[src/rtl/fetch_unit.sv]
// fetch_unit: instruction fetch stage with request credit, PC-tag queue and in-order buffer toward decode
module fetch_unit #(
    parameter int PC_W  = 8,
    parameter int DEPTH = 2,
    parameter int CNT_W = 2
) (
    input  logic            clk,
    input  logic            rst,
    output logic            imem_req,
    output logic [PC_W-1:0] imem_addr,
    input  logic            imem_gnt,
    input  logic            imem_rvalid,
    input  logic [15:0]     imem_rdata,
    output logic            op_valid,
    output logic [15:0]     op,
    output logic [PC_W-1:0] op_pc,
    input  logic            op_ready,
    input  logic            redirect,
    input  logic [PC_W-1:0] redirect_pc
);
    localparam int PW = (DEPTH > 1) ? $clog2(DEPTH) : 1;
    localparam logic [CNT_W:0] CAP = (CNT_W + 1)'(DEPTH);

    logic [PC_W-1:0]  fetch_pc;
    logic [CNT_W-1:0] count;
    logic [CNT_W-1:0] outstanding;
    logic [CNT_W-1:0] discard;
    logic [15:0]      buf_data [DEPTH];
    logic [PC_W-1:0]  buf_pc [DEPTH];
    logic [PC_W-1:0]  tag [DEPTH];
    logic [PW-1:0]    head;
    logic [PW-1:0]    tail;
    logic [PW-1:0]    tag_head;
    logic [PW-1:0]    tag_tail;
    logic             accept;
    logic             dropping;
    logic             write;
    logic             pop;

    function automatic logic [PW-1:0] inc(input logic [PW-1:0] p);
        return (p == PW'(DEPTH - 1)) ? '0 : p + PW'(1);
    endfunction

    // credit check, handshake qualifiers and head-of-buffer outputs
    always_comb begin
        imem_req  = !rst && !redirect && (({1'b0, outstanding} + {1'b0, count}) < CAP);
        imem_addr = fetch_pc;
        accept    = imem_req && imem_gnt;
        dropping  = discard != '0;
        write     = imem_rvalid && !dropping && !redirect;
        op_valid  = count != '0;
        pop       = op_valid && op_ready && !redirect;
        op        = buf_data[head];
        op_pc     = buf_pc[head];
    end

    // fetch PC, in-flight and occupancy counters; a redirect turns everything still in flight into discards
    always_ff @(posedge clk) begin
        if (rst) begin
            fetch_pc    <= '0;
            outstanding <= '0;
            discard     <= '0;
            count       <= '0;
        end else begin
            outstanding <= outstanding + CNT_W'(accept) - CNT_W'(imem_rvalid);
            if (redirect) begin
                fetch_pc <= redirect_pc;
                discard  <= outstanding - CNT_W'(imem_rvalid);
                count    <= '0;
            end else begin
                if (accept) fetch_pc <= fetch_pc + PC_W'(1);
                if (imem_rvalid && dropping) discard <= discard - CNT_W'(1);
                count <= count + CNT_W'(write) - CNT_W'(pop);
            end
        end
    end

    // instruction buffer: kept responses enter at the tail, decode pops the head, redirect empties it
    always_ff @(posedge clk) begin
        if (rst) begin
            head <= '0;
            tail <= '0;
            for (int i = 0; i < DEPTH; i++) begin
                buf_data[i] <= '0;
                buf_pc[i]   <= '0;
            end
        end else if (redirect) begin
            head <= '0;
            tail <= '0;
        end else begin
            if (write) begin
                buf_data[tail] <= imem_rdata;
                buf_pc[tail]   <= tag[tag_head];
                tail           <= inc(tail);
            end
            if (pop) head <= inc(head);
        end
    end

    // PC tags of requests in flight; untouched by redirect so tags stay paired with their responses
    always_ff @(posedge clk) begin
        if (rst) begin
            tag_head <= '0;
            tag_tail <= '0;
        end else begin
            if (accept) begin
                tag[tag_tail] <= fetch_pc;
                tag_tail      <= inc(tag_tail);
            end
            if (imem_rvalid) tag_head <= inc(tag_head);
        end
    end
endmodule
[config.mk]
export PLATFORM = sky130hd
export DESIGN_NAME = fetch_unit
export DESIGN_NICKNAME = d
export VERILOG_FILES = /design/src/rtl/fetch_unit.sv
export SDC_FILE = /design/constraint.sdc
export NUM_CORES = 1
export LEC_CHECK = 0
export BUFFER_PORTS_ARGS = -buffer_cell sky130_fd_sc_hd__buf_2
export CORE_ASPECT_RATIO = 0.5
export CORE_UTILIZATION = 50
export DETAILED_ROUTE_END_ITERATION = 12
export HOLD_SLACK_MARGIN = 0.1
export PLACE_DENSITY = 0.82
export SLEW_MARGIN = 40
export SYNTH_ARGS = -nofsm -noshare
export SYNTH_HDL_FRONTEND = slang
export SYNTH_SLANG_ARGS = --single-unit
[constraint.sdc]
create_clock -name clk -period 2.6 [get_ports clk]
set_input_delay 0 -clock clk [delete_from_list [all_inputs] [get_ports clk]]
set_output_delay 0 -clock clk [all_outputs]
set_load 0.05 [all_outputs]
==> metrics.yaml <==
outcome:
  status: "finished, final reports clean"
die:
  num_io_pins: 64
  die_h_um: 62.58
  die_w_um: 123.2
  core_sq_um: 6884
  placementRows: 21
  start_util: 0.5331
  fp.dieArea_sq_um: 7707
setup_path:
  r2r_cells: 7
  worst-endpoint-arrival_ns: 2.70
  end_kind: "register"
  rr_startpoint: "count[0]$_SDFF_PP0_"
  timing.rr.end: "imem_addr[1]$_SDFFE_PP0P_"
  worst-r2r-setup-slack_ns: 0.12
  startpoint_type: "register"
  worstPathRequired_ns: 2.82
  cp_max_fo: 10
  critical_path_class: "reg2reg"
timing:
  fmax_mhz: 402.6
  fin_crit_ns: 2.484
  finalSetupViolCount: 0
  holdWs_ns: 0.1428
  skew_ns: 0.003530
  relSlewSlack: 0.6428
  period_share: 0.9554
  worstMarginPinSlew_ns: 0.5341
  report.final.slew_viol_count: 0
  rsz0062_at_grt: "no"
  setup_tns_ns: 0
  hold_violations: 0
routing:
  wire_per_inst_um: 14.62
  routed_wl_um: 6931
  first_iter_violations: 67
  wl_met3_um: 335
  top_layer: "met4"
  num_vias: 2461
  vias_per_cell: 5.192
  wl_met2_um: 3553
  drcViolationCount: 0
  m1WireLength_um: 2992
  ant_nets: 0
  first_pass_iters: 4
synthesis:
  synth_edf_count: 64
  syn_area_sq_um: 3670
  ys_types: 37
  synth_nets: 317
  synthCells: 279
  ys_ff_latch: 84
  synthSimpleGateAreaFrac: 0.1524
  ys_warn_count: 0
  synth_seq_area_share: 0.6328
  async_flop_share: 0
  synth_compound_area_frac: 0.04091
  synthFlopType: "edfxtp_1"
  syn_area_per_cell_sq_um: 13.15
  synth_area_leaders: "edfxtp_1, dfxtp_1, mux2_2"
  synth-adder-area-share: 0.02932
  synthMuxAreaShare: 0.09547
  yosysTopAreaCellShare: 0.5237
  synth_top_family_by_area: "simple AND/OR/NAND/NOR gates"
  yosysTopAreaCell: "edfxtp_1"
  synthXorXnorAreaFrac: 0.02387
grt:
  grt_max_degree: 25
  grt_pass1_vias: 2399
  grt_use_total: 0.1968
  grt_pass1_wl_um: 11240
  antenna_found_initial: 0
  overflow: 0
pwr:
  p_leak_nw: 1.914
  power_density_nw_per_um2: 685.8
  power_frac_comb: 0.156
  switchingPower_uw: 832.2
  peakVddDrop_uv: 328.3
  p_sw_frac: 0.2593
  clkPwrFrac: 0.353
  intPower_mw: 2.377
  pwr-share-seq: 0.492
hold_path:
  hold_start: "op_ready"
  min_to: "head$_SDFFE_PP0P_"
  hp-class: "in2reg"
  hold_depth: 4
clock_tree:
  h-tree-depth: 3
  cts_made_buffers: 9
  ctsResizeCount: 0
  ctsRootBufferMaster: "clkbuf_16"
  clock_latency_ns: 0.33
  cts.clk_slew.worst_paths_ns: 0.06
  clock-sinks: 84
  cts_setup_buffers: 0
  cts_tree: "built"
  clockBufferDepth: 2
finish:
  area_growth_pct: 27.51
  drive_gt1_frac: 0.2958
  nNetsFinal: 415
  fill_cells: 513
  antenna_cells: 0
placed_design:
  place_congestion: 0.7873
  io_buffers: 63
  dp_hpwl_um: 4564
job:
  max_cap_violations: 0
how the worst max path moves through the flow:
stage | start | end | depth (start not counted)
3_5_place_dp | count[0]$_SDFF_PP0_ | tag[0][5]$_DFFE_PP_ | 5
4_1_cts | count[0]$_SDFF_PP0_ | tag[0][3]$_DFFE_PP_ | 5
3_3_place_gp | count[0]$_SDFF_PP0_ | tag[0][1]$_DFFE_PP_ | 5
2_1_floorplan | count[0]$_SDFF_PP0_ | tag[0][0]$_DFFE_PP_ | 6
5_1_grt | count[0]$_SDFF_PP0_ | tag[0][0]$_DFFE_PP_ | 5
6_report | count[0]$_SDFF_PP0_ | imem_addr[1]$_SDFFE_PP0P_ | 7
worst max-delay path, cell delays in order, from the launching register on:
cell           delay, ns
dfxtp_1             0.33
and2_1              0.17
fa_1                0.49
or3b_1              0.42
buf_4               0.18
nand2_1             0.07
a311oi_1            0.10
dlygate4sd3_1       0.60
logic make-up after synthesis:
group	count (synthesis)
and+or+nand+nor	102
adders and majority gates	8
AOI/OAI and AO/OA	21
buffers and inverters	22
DFF	84
muxes	32
xor gates and xnor gates	10
repair_timing:
action	CTS	global route
setup endpoints to repair	0	0
hold buffers	32	0
endpoints found under the hold margin	47	0
layer usage:
layer,up-vias,track usage
met5,-,0
li1,1198,-
met4,0,0.08584
met2,68,0.3359
met1,1189,0.2347
met3,6,0.05109
cells in the mapped netlist (2+ instances only):
cell type and n:
a211oi_1 5, a311oi_1 6, and2_1 35, buf_2 2, clkbuf_1 9, dfxtp_1 20, edfxtp_1 64, ha_1 7
inv_1 9, mux2_2 24, mux2i_1 8, nand2_1 7, nand3_1 5, nor2_1 32, nor2b_1 2, nor3_1 2
nor3_2 2, nor3b_1 2, o21ai_0 6, o31ai_1 2, or2_2 2, or3_1 2, or3_2 3, or4_1 2
xnor2_1 7, xor2_1 3
layout by cell type, fill, tap and decap left out, types with 2 or more instances in the layout:
master,instances
clkbuf_16,9
or2_2,2
dlygate4sd3_1,32
dfxtp_1,20
or3_2,3
a211oi_1,5
nor3_1,2
nand3_1,5
o31ai_1,2
buf_2,63
or3_1,2
inv_1,9
clkbuf_1,2
xor2_1,3
nor3b_1,2
edfxtp_1,64
clkinv_2,2
nor2b_1,2
xnor2_1,7
and2_1,35
mux2i_1,8
or4_1,2
a311oi_1,6
clkinv_1,2
mux2_2,24
buf_4,5
nand2_1,7
nor3_4,2
o21ai_0,5
nor2_1,32
ha_1,7
registers in the layout (all words and copies together), names as in the netlist, named ones only:
register     flops
outstanding      2
discard          2
buf_pc          16
tag_head         1
tag_tail         1
head             1
tail             1
imem_addr        8
buf_data        32
tag             16
count            2
stage by stage:
| step | setup WS [ns] | utilization | total power [mW] | instance area, sq um | cells |
|---|---|---|---|---|---|
| after floorplan | 0.1492 | - | 1.937 | 3670 | 279 |
| after CTS | 0.1284 | 0.6779 | 3.236 | 4667 | 474 |
| after detailed placement | 0.1419 | 0.5931 | 2.059 | 4083 | 426 |
| final | 0.1159 | 0.6798 | 3.209 | 4679 | 474 |
| after global routing | 0.03748 | 0.6798 | 3.336 | 4679 | 474 |
| after global placement | 0.2077 | 0.5931 | 2.038 | 4083 | 426 |
power by group through the flow:
stage / registers (mW) / logic [mW] / clock network, mW
floorplan: 1.62 / 0.315 / 0
global placement: 1.60 / 0.439 / 0
detailed placement: 1.61 / 0.454 / 0
CTS: 1.58 / 0.498 / 1.16
global route: 1.59 / 0.538 / 1.21
finish: 1.58 / 0.499 / 1.13
layout make-up:
cell class,instances,area (sq um),area share
clock buffers,12,246.5,0.05267
repair buffers,100,673.1,0.1439
well taps,92,115.1,0.02460
clock inverters,4,17.52,0.003743
flip-flops and latches,84,2322,0.4963
inverters,9,33.78,0.007219
multi-input cells,173,1271,0.2717
No activity file was read; power rests on OpenSTA's default activity.
